<file path="src/rtl/matrix_loader_if.sv">
// Handshake and result bus between an element source and the matrix loader.
// The master side streams elements; the slave side (the loader) returns packed matrices.
interface matrix_loader_if;
    logic              start;
    logic              abort;
    logic [1:0]        matrix_size;
    logic signed [7:0] data_in;
    logic              data_valid;
    logic              data_ready;
    logic [199:0]      matrix_A;
    logic [199:0]      matrix_B;
    logic [1:0]        size_out;
    logic              load_done;
    logic              busy;

    modport master (
        output start, abort, matrix_size, data_in, data_valid,
        input  data_ready, matrix_A, matrix_B, size_out, load_done, busy
    );

    modport slave (
        input  start, abort, matrix_size, data_in, data_valid,
        output data_ready, matrix_A, matrix_B, size_out, load_done, busy
    );
endinterface

</file>
<file path="src/rtl/matrix_loader.sv">
// Loads two square matrices (2x2..5x5, 8-bit elements, row-major) from a
// valid/ready stream into packed 25-element operand buses for a downstream subtractor.
module matrix_loader (
    input  logic            clk,
    input  logic            reset,
    matrix_loader_if.slave  bus
);

    typedef enum logic [1:0] {
        IDLE   = 2'd0,
        LOAD_A = 2'd1,
        LOAD_B = 2'd2,
        DONE   = 2'd3
    } state_t;

    state_t         state_r;
    state_t         next_state_s;
    logic [4:0]     index_r;
    logic [199:0]   matrix_a_r;
    logic [199:0]   matrix_b_r;
    logic [1:0]     size_r;
    logic           data_ready_r;
    logic           busy_r;
    logic           load_done_r;

    logic           loading_s;
    logic           abort_s;
    logic           xfer_s;
    logic           last_s;
    logic [7:0]     offset_s;

    function automatic logic [4:0] elem_count(input logic [1:0] size);
        case (size)
            2'b00:   return 5'd4;
            2'b01:   return 5'd9;
            2'b10:   return 5'd16;
            2'b11:   return 5'd25;
            default: return 5'd4;
        endcase
    endfunction

    // Transfer qualification; abort wins over a simultaneous element.
    always_comb begin
        loading_s = (state_r == LOAD_A) || (state_r == LOAD_B);
        abort_s   = loading_s && bus.abort;
        xfer_s    = loading_s && bus.data_valid && !bus.abort;
        last_s    = (index_r == (elem_count(size_r) - 5'd1));
        offset_s  = {index_r, 3'b000};
    end

    // Next-state decode.
    always_comb begin
        next_state_s = state_r;
        case (state_r)
            IDLE: begin
                if (bus.start) begin
                    next_state_s = LOAD_A;
                end else begin
                    next_state_s = IDLE;
                end
            end
            LOAD_A: begin
                if (abort_s) begin
                    next_state_s = IDLE;
                end else if (xfer_s && last_s) begin
                    next_state_s = LOAD_B;
                end else begin
                    next_state_s = LOAD_A;
                end
            end
            LOAD_B: begin
                if (abort_s) begin
                    next_state_s = IDLE;
                end else if (xfer_s && last_s) begin
                    next_state_s = DONE;
                end else begin
                    next_state_s = LOAD_B;
                end
            end
            DONE: begin
                next_state_s = IDLE;
            end
            default: begin
                next_state_s = IDLE;
            end
        endcase
    end

    // State register; status outputs are registered from the next state so
    // they line up with the state they describe and never depend on data_valid.
    always_ff @(posedge clk) begin
        if (reset) begin
            state_r      <= IDLE;
            data_ready_r <= 1'b0;
            busy_r       <= 1'b0;
            load_done_r  <= 1'b0;
        end else begin
            state_r      <= next_state_s;
            data_ready_r <= (next_state_s == LOAD_A) || (next_state_s == LOAD_B);
            busy_r       <= (next_state_s != IDLE);
            load_done_r  <= (next_state_s == DONE);
        end
    end

    // Element index, operand storage and latched size.
    always_ff @(posedge clk) begin
        if (reset) begin
            index_r    <= 5'd0;
            matrix_a_r <= 200'd0;
            matrix_b_r <= 200'd0;
            size_r     <= 2'b00;
        end else if ((state_r == IDLE) && bus.start) begin
            size_r     <= bus.matrix_size;
            index_r    <= 5'd0;
            matrix_a_r <= 200'd0;
            matrix_b_r <= 200'd0;
        end else if (abort_s) begin
            index_r    <= 5'd0;
            matrix_a_r <= 200'd0;
            matrix_b_r <= 200'd0;
        end else if (xfer_s) begin
            if (state_r == LOAD_A) begin
                matrix_a_r[offset_s +: 8] <= bus.data_in;
            end else begin
                matrix_b_r[offset_s +: 8] <= bus.data_in;
            end
            index_r <= last_s ? 5'd0 : (index_r + 5'd1);
        end
    end

    assign bus.data_ready = data_ready_r;
    assign bus.busy       = busy_r;
    assign bus.load_done  = load_done_r;
    assign bus.matrix_A   = matrix_a_r;
    assign bus.matrix_B   = matrix_b_r;
    assign bus.size_out   = size_r;

endmodule

</file>
<file path="src/flat_wrapper.sv">
// flat-port wrapper written by rule: the top's interface ports become plain ports
module matrix_loader_flat 
  (clk, reset, bus_start, bus_abort, bus_matrix_size, bus_data_in, bus_data_valid, bus_data_ready, bus_matrix_A, bus_matrix_B, bus_size_out, bus_load_done, bus_busy);
  matrix_loader_if bus_i ();
  input  logic clk;
  input  logic reset;
  input wire logic [$bits(bus_i.start)-1:0] bus_start;
  input wire logic [$bits(bus_i.abort)-1:0] bus_abort;
  input wire logic [$bits(bus_i.matrix_size)-1:0] bus_matrix_size;
  input wire logic [$bits(bus_i.data_in)-1:0] bus_data_in;
  input wire logic [$bits(bus_i.data_valid)-1:0] bus_data_valid;
  output wire logic [$bits(bus_i.data_ready)-1:0] bus_data_ready;
  output wire logic [$bits(bus_i.matrix_A)-1:0] bus_matrix_A;
  output wire logic [$bits(bus_i.matrix_B)-1:0] bus_matrix_B;
  output wire logic [$bits(bus_i.size_out)-1:0] bus_size_out;
  output wire logic [$bits(bus_i.load_done)-1:0] bus_load_done;
  output wire logic [$bits(bus_i.busy)-1:0] bus_busy;
  assign bus_i.start = bus_start;
  assign bus_i.abort = bus_abort;
  assign bus_i.matrix_size = bus_matrix_size;
  assign bus_i.data_in = bus_data_in;
  assign bus_i.data_valid = bus_data_valid;
  assign bus_data_ready = bus_i.data_ready;
  assign bus_matrix_A = bus_i.matrix_A;
  assign bus_matrix_B = bus_i.matrix_B;
  assign bus_size_out = bus_i.size_out;
  assign bus_load_done = bus_i.load_done;
  assign bus_busy = bus_i.busy;
  matrix_loader u_core (.clk(clk), .reset(reset), .bus(bus_i));
endmodule
</file>
<file path="config.mk">
export PLATFORM = sky130hd
export DESIGN_NAME = matrix_loader_flat
export DESIGN_NICKNAME = d
export VERILOG_FILES = /design/src/rtl/matrix_loader_if.sv /design/src/rtl/matrix_loader.sv /design/src/flat_wrapper.sv
export SDC_FILE = /design/constraint.sdc
export NUM_CORES = 1
export LEC_CHECK = 0
export ABC_AREA = 1
export BUFFER_PORTS_ARGS = -buffer_cell sky130_fd_sc_hd__buf_4
export CAP_MARGIN = 20
export CORE_MARGIN = 10
export CORE_UTILIZATION = 35
export DETAILED_ROUTE_END_ITERATION = 8
export PLACE_DENSITY = 0.57
export SETUP_SLACK_MARGIN = 0.1
export SYNTH_ARGS = -nofsm -noshare
export SYNTH_HDL_FRONTEND = slang
export SYNTH_SLANG_ARGS = --single-unit
</file>
<file path="constraint.sdc">
create_clock -name clk -period 5.2 [get_ports clk]
set_clock_uncertainty 0.05 [all_clocks]
set_input_delay 0.52 -clock clk [delete_from_list [all_inputs] [get_ports clk]]
set_output_delay 0.52 -clock clk [all_outputs]
set_load 0.005 [all_outputs]
</file>
==> flow_summary_export.csv, run 1 <==
group,metric,value,unit
run_status,outcome,"finished, final reports clean",
place,place_hpwl,48.73,mm
finish,fillers,5369,
yosys,synth.top_cell.area_share,45.19,%
yosys,syn-num-nets,2849,
pwr,p_sw,0.001547,W
sta,rsz0062_at_grt,"false",
clocking,cts_tree,"built",
clocking,ctsResizeCount,0,
sta,fin_crit_sh,74.48,%
pwr,intPower,0.005129,W
yosys,synth_cells,2823,
setup_path,critical_path.max_stage_delay,0.88,ns
place,portBuffers,419,
finish,antenna_cells,0,
setup_path,worstPathCellList,"inv_1 > ha_1 > nand3_2 > nand2_2 > inv_2 > nand3_1 > o21ai_0 > nor2_1",
floorplanning,rows,83,
floorplanning,start_util,35.44,%
drt,first_pass_iters,6,
sta,hold_viol_final,0,
setup_path,crit_family,"simple AND/OR/NAND/NOR gates",
clocking,clockRootBuffer,"clkbuf_16",
drt,drt-initial-drc-count,1214,
min_path,hold_class,"in -> reg",
clocking,clock-sinks,412,
drt,routedWlPerCell,17.45,um
yosys,synth_top_cells_by_area,"dfxtp_1 (45%), nand2_1 (14%), nor2_1 (13%)",
global_routing,grtUsageTotal,20.93,%
global_routing,grt_pass1_wl,99.25,mm
yosys,async_flop_share,0,%
finish,nets,3179,
clocking,cts_buffers,47,
pwr,power_density,286.9,nW/um2
clocking,htree_num_levels,2,
floorplanning,die_w,248.4,um
yosys,yosys.area.top_type,"dfxtp_1",
setup_path,critPathCaptureType,"flop",
yosys,synth_common_cells,"nand2_1 (688), nor2_1 (656), inv_1 (520)",
pwr,p_total,0.006677,W
flow_run,drv_cap,0,
setup_path,rrSetupSlack,1.33,ns
clocking,clkLatencyLatePin,0.57,ns
global_routing,overflow,0,
sta,tns,0,ns
pwr,swShare,23.18,%
sta,fmax,258.2,MHz
yosys,synth_edf_count,0,
yosys,ys_warn_count,0,
yosys,netlist_area,18250,um2
finish,areaGrowthSynthToFinish,27.49,%
global_routing,antenna_found_initial,0,
drt,routed_wl,67.50,mm
yosys,synth_flop_cell,"dfxtp_1",
drt,drc_errors,0,
clocking,clock_path_buffers,3,
setup_path,worstPathRequired,5.58,ns
sta,fin_crit,3.873,ns
floorplanning,coreArea,51510,um2
sta,slew_viol_final,0,
yosys,syn_avg_cell_area,6.466,um2
sta,hold_slack,0.1192,ns
setup_path,critPathMaxFanout,33,
drt,via_per_inst,4.490,
yosys,synthDistinctLibCells,26,
setup_path,cp-start-kind,"flop",
global_routing,grt_max_degree,192,
floorplanning,dieArea,61690,um2
sta,worst_slew_pin_slew,1.096,ns
pwr,peakVddDrop,0.1843,mV
drt,via_count,17370,
floorplanning,fp.dieH,248.4,um
drt,postRouteAntennaNets,0,
yosys,synth-seq-cells,412,
floorplanning,io_pins,420,
pwr,p_leak,12.06,nW
place,gp_congestion,0.8454,
yosys,seq_area_frac_synth,45.19,%
setup_path,crit_buf_inv,2,
clocking,holdBufCountCts,0,
pwr,combinationalPowerShare,3.4,%
sta,setup_viol,0,
setup_path,cp_data_arrival_time,4.25,ns
pwr,power.share.sequential,47.4,%
global_routing,grt_pass1_vias,16430,
pwr,clkPwrFrac,49.2,%
setup_path,crit_type,"reg -> reg",
clocking,clk_pin_slew,0.06,ns
finish,layout-drive-gt1-share,17.62,%
sta,slew_headroom,26.96,%
yosys,synth.most_common_cell,"nand2_1",
setup_path,slowest_stage,"inv_2",
clocking,cts_setup_buffers,0,
logic make-up after synthesis:
kind of cell             after synthesis  share of synthesized area, %
AO/OA/AOI/OAI                        158                         4.360
buffers and inverters                673                         14.39
AND/OR/NAND/NOR                     1564                         35.03
adder cells (fa/ha/maj)               11                        0.7540
flip-flops                           412                         45.19
XOR/XNOR                               5                        0.2811
flip-flops by register name, indices dropped and copies added, names as in the netlist:
register               flops
u_core.bus.load_done       1
u_core.bus.size_out        2
u_core.bus.busy            1
u_core.bus.data_ready      1
u_core.state_r             2
u_core.index_r             5
u_core.bus.matrix_A      200
u_core.bus.matrix_B      200
cell usage in the layout, fill, tap and decap left out, types with 32 or more instances in the layout:
cell type / synthesis / routed
a21oi_1: 43 / 43
buf_4: 9 / 427
clkbuf_16: 0 / 48
dfxtp_1: 412 / 412
inv_1: 520 / 519
nand2_1: 688 / 688
nand3_1: 117 / 117
nand4_1: 32 / 32
nor2_1: 656 / 653
o21ai_0: 87 / 87
final cells by class:
class / count / area, um2 / area share, %
flip-flops and latches: 412 / 8248 / 35.44
multi-input cells: 1738 / 7431 / 31.93
repair buffers: 429 / 3246 / 13.95
inverters: 525 / 1971 / 8.469
clock buffers: 68 / 1366 / 5.872
well taps: 680 / 850.8 / 3.656
clock inverters: 17 / 157.7 / 0.6775
worst paths after layout:
kind                                               start                        to  cells after the start
worst min register to register  u_core.bus.matrix_B[167]  u_core.bus.matrix_B[167]                      2
worst min-delay path                               reset           u_core.bus.busy                      2
worst max register to register         u_core.index_r[0]   u_core.bus.matrix_B[70]                      8
worst max-delay path                   u_core.index_r[0]   u_core.bus.matrix_B[70]                      8
power by group through the flow:
| stage | combinational (W) | sequential, W | clock [W] |
|---|---|---|---|
| 2_1_floorplan | 0.000150 | 0.00323 | 0 |
| 3_3_place_gp | 0.000225 | 0.00323 | 0 |
| 3_5_place_dp | 0.000227 | 0.00323 | 0 |
| 4_1_cts | 0.000227 | 0.00316 | 0.00336 |
| 5_1_grt | 0.000248 | 0.00316 | 0.00348 |
| 6_report | 0.000228 | 0.00316 | 0.00328 |
per-layer routing:
layer / up-vias / share of wire, % / track usage, %
met1: 7877 / 42 / 25.55
met5: - / 0 / 0
met2: 461 / 48 / 35.65
met4: 0 / 2.7 / 6.951
met3: 94 / 7.1 / 4.927
li1: 8941 / - / -
worst reg2reg max path: cells and delay by family (launching register included):
family | cells | cell delay (ns)
buf+inv | 2 | 1.05
fa+ha+maj | 1 | 0.38
compound gates | 1 | 0.40
simple gates | 4 | 1.35
flops | 1 | 0.49
metrics by stage:
stage	std cells	util (%)	instance area [um2]	setup WS [ns]
after floorplan	2823	-	18250	2.937
after CTS	3869	45.18	23270	1.406
after global routing	3869	45.18	23270	1.066
after global placement	3784	42.22	21750	1.669
after detailed placement	3784	42.22	21750	1.420
final	3869	45.18	23270	1.327
(Power assumes the default switching activity.)
==> run 2: changes to the inputs <==
Settings changed: ABC_AREA 1 to 0, PLACE_DENSITY 0.57 to 0.6.
Clock period 5.2 ns to 3.3 ns, I/O delays scaled along.
==> flow_summary_export.csv, run 2 <==
group,metric,value,unit
setup_path,reg2reg_depth,7,
sta,fmax,335.9,MHz
place,portBuffers,419,
setup_path,worstPathRequired,3.74,ns
yosys,syn-num-nets,1672,
drt,drt-initial-drc-count,825,
pwr,power.share.sequential,48.5,%
global_routing,overflow,0,
drt,routed_wl,57.58,mm
yosys,ys_warn_count,0,
pwr,p_sw,0.002264,W
setup_path,startpoint,"u_core.index_r[1]",
global_routing,antenna_found_initial,0,
sta,setup_viol,0,
yosys,synth_top_cells_by_area,"dfxtp_1 (52%), mux2i_1 (17%), nand2_1 (8.1%)",
floorplanning,rows,77,
pwr,intPower,0.008012,W
setup_path,cp_data_arrival_time,3.42,ns
yosys,synth_edf_count,0,
yosys,synth_cells,1646,
yosys,yosys.area.top_type,"dfxtp_1",
sta,fin_crit_sh,90.21,%
floorplanning,coreArea,44410,um2
global_routing,grt_pass1_vias,13170,
drt,routedWlPerCell,21.63,um
finish,nets,2066,
yosys,netlist_area,15800,um2
place,gp_congestion,0.8234,
finish,antenna_cells,0,
drt,via_count,13330,
pwr,p_total,0.01028,W
sta,worst_slew_pin_slew,0.8584,ns
sta,setup_slack,0.3232,ns
global_routing,grtUsageTotal,20.33,%
yosys,async_flop_share,0,%
yosys,synth-adder-area-share,0.8709,%
place,place_ws,0.3291,ns
setup_path,rrSetupSlack,0.32,ns
finish,final_common_cell,"buf_4",
clocking,holdBufCountCts,3,
finish,layout_common_cells,"buf_4 (453), dfxtp_1 (412), nand2_1 (338)",
setup_path,r2r_end,"u_core.bus.matrix_B[28]",
setup_path,critPathMaxFanout,12,
setup_path,crit_end,"u_core.bus.matrix_B[28]",
place,place_hpwl,41.45,mm
clocking,htree_num_levels,2,
yosys,syn_avg_cell_area,9.601,um2
setup_path,critPathCaptureType,"flop",
clocking,cts_setup_buffers,0,
clocking,clockRootBuffer,"clkbuf_16",
floorplanning,dieArea,54050,um2
yosys,synthMuxAreaShare,17.05,%
floorplanning,fp.dieH,232.5,um
sta,slew_viol_final,0,
global_routing,grt_max_degree,117,
sta,fin_crit,2.977,ns
setup_path,cp-start-kind,"flop",
floorplanning,start_util,35.58,%
yosys,synth_compound_area_share,5.344,%
yosys,synth_common_cells,"dfxtp_1 (412), nand2_1 (339), mux2i_1 (268)",
sta,rsz0062_at_grt,"false",
yosys,seq_area_frac_synth,52.19,%
clocking,ctsResizeCount,0,
yosys,synth_flop_cell,"dfxtp_1",
clocking,clkLatencyLatePin,0.56,ns
clocking,clk_pin_slew,0.06,ns
sta,hold_viol_final,0,
drt,via_per_inst,5.009,
finish,areaGrowthSynthToFinish,32.94,%
yosys,synth-xor-area-share,0.6096,%
yosys,synth.top_cell.area_share,52.19,%
yosys,synthDistinctLibCells,57,
floorplanning,io_pins,420,
sta,slew_headroom,42.77,%
pwr,combinationalPowerShare,2.9,%
pwr,p_leak,8.699,nW
finish,layout-drive-gt1-share,27.49,%
min_path,worstHoldPathCells,3,
yosys,synth_top_family_by_area,"simple AND/OR/NAND/NOR gates",
drt,postRouteAntennaNets,0,
pwr,swShare,22.03,%
yosys,synth_simple_gate_area_share,20.80,%
min_path,hold_class,"in -> reg",
pwr,clkPwrFrac,48.5,%
drt,first_pass_iters,5,
pwr,peakVddDrop,0.3026,mV
pwr,power_density,489.1,nW/um2
sta,tns,0,ns
yosys,synth.most_common_cell,"dfxtp_1",
clocking,clock-sinks,412,
finish,fillers,4220,
setup_path,crit_type,"reg -> reg",
yosys,synth-seq-cells,412,
flow_run,drv_cap,0,
clocking,cts_tree,"built",
clocking,clock_path_buffers,3,
run_status,outcome,"finished, final reports clean",
setup_path,rr_startpoint,"u_core.index_r[1]",
clocking,cts_buffers,44,
floorplanning,die_w,232.5,um
global_routing,grt_pass1_wl,85.07,mm
drt,drc_errors,0,
-- run 2: changes by cell type in the layout (fill, tap and decap cells not counted), sizes merged, moves of 8 or more --
cell and delta:
nor2 -598, inv -517, nand2 -353, mux2i +268, buf +26, nand4 -26
nand2b +22, o21ai -21, nand3 +14, a21oi +13, and2 +12, clkinv -9
nor2b +8
-- run 2: logic make-up after synthesis --
group	Yosys count
AO/OA/AOI/OAI	156
XOR/XNOR	8
adder cells (fa/ha/maj)	11
buffers and inverters	117
flip-flops	412
multiplexers	269
AND/OR/NAND/NOR	673
-- run 2: critical path, stage by stage, from the launching register on --
cell     delay (ns)
dfxtp_1        0.61
inv_1          0.15
ha_1           0.34
nor2_2         0.26
a21oi_1        0.12
or2_1          0.50
nor3_4         0.62
mux2i_1        0.25
-- run 2: layer usage --
layer  wire length (um)  part of all wire, %  vias up  global-route usage [%]
met5                  0                    0        -                       0
met4               1179                  2.0        0                   5.315
met3               4270                  7.4       68                   5.926
met2              28150                   49      414                   34.80
met1              23990                   42     6440                   24.48
li1                   -                    -     6411                       -
-- run 2: how the worst min path moves through the flow --
stage / start / end / slack [ns]
floorplan: reset / u_core.bus.busy / 0.35
CTS: bus_start / u_core.bus.size_out[1] / 0.006
global route: bus_start / u_core.bus.size_out[1] / 0.03
finish: bus_start / u_core.bus.size_out[1] / 0.04
global placement: u_core.bus.matrix_B[11] / u_core.bus.matrix_B[11] / 0.40
detailed placement: u_core.bus.matrix_B[121] / u_core.bus.matrix_B[121] / 0.40
-- run 2: power by group through the flow --
stage / clock network, W / registers, W / logic, W
after floorplan: 0 / 0.00509 / 0.000179
after global placement: 0 / 0.00509 / 0.000300
after detailed placement: 0 / 0.00509 / 0.000304
after CTS: 0.00511 / 0.00498 / 0.000307
after global routing: 0.00531 / 0.00498 / 0.000326
final: 0.00499 / 0.00498 / 0.000303
-- run 2: final cells by class --
cell class / count / area, um2 / area share, %
inverters: 7 / 26.28 / 0.1251
flip-flops and latches: 412 / 8248 / 39.26
well taps: 592 / 740.7 / 3.525
repair buffers: 458 / 3471 / 16.52
multi-input cells: 1117 / 7069 / 33.65
clock buffers: 65 / 1311 / 6.241
clock inverters: 11 / 143.9 / 0.6848
-- run 2: stage by stage --
step / hold WS [ns] / utilization, % / std cells / instance area (um2)
2_1_floorplan: 0.3467 / - / 1646 / 15800
3_3_place_gp: 0.3953 / 43.96 / 2583 / 19530
3_5_place_dp: 0.3973 / 43.96 / 2583 / 19530
4_1_cts: 0.006218 / 47.31 / 2662 / 21010
5_1_grt: 0.03252 / 47.31 / 2662 / 21010
6_report: 0.03690 / 47.31 / 2662 / 21010
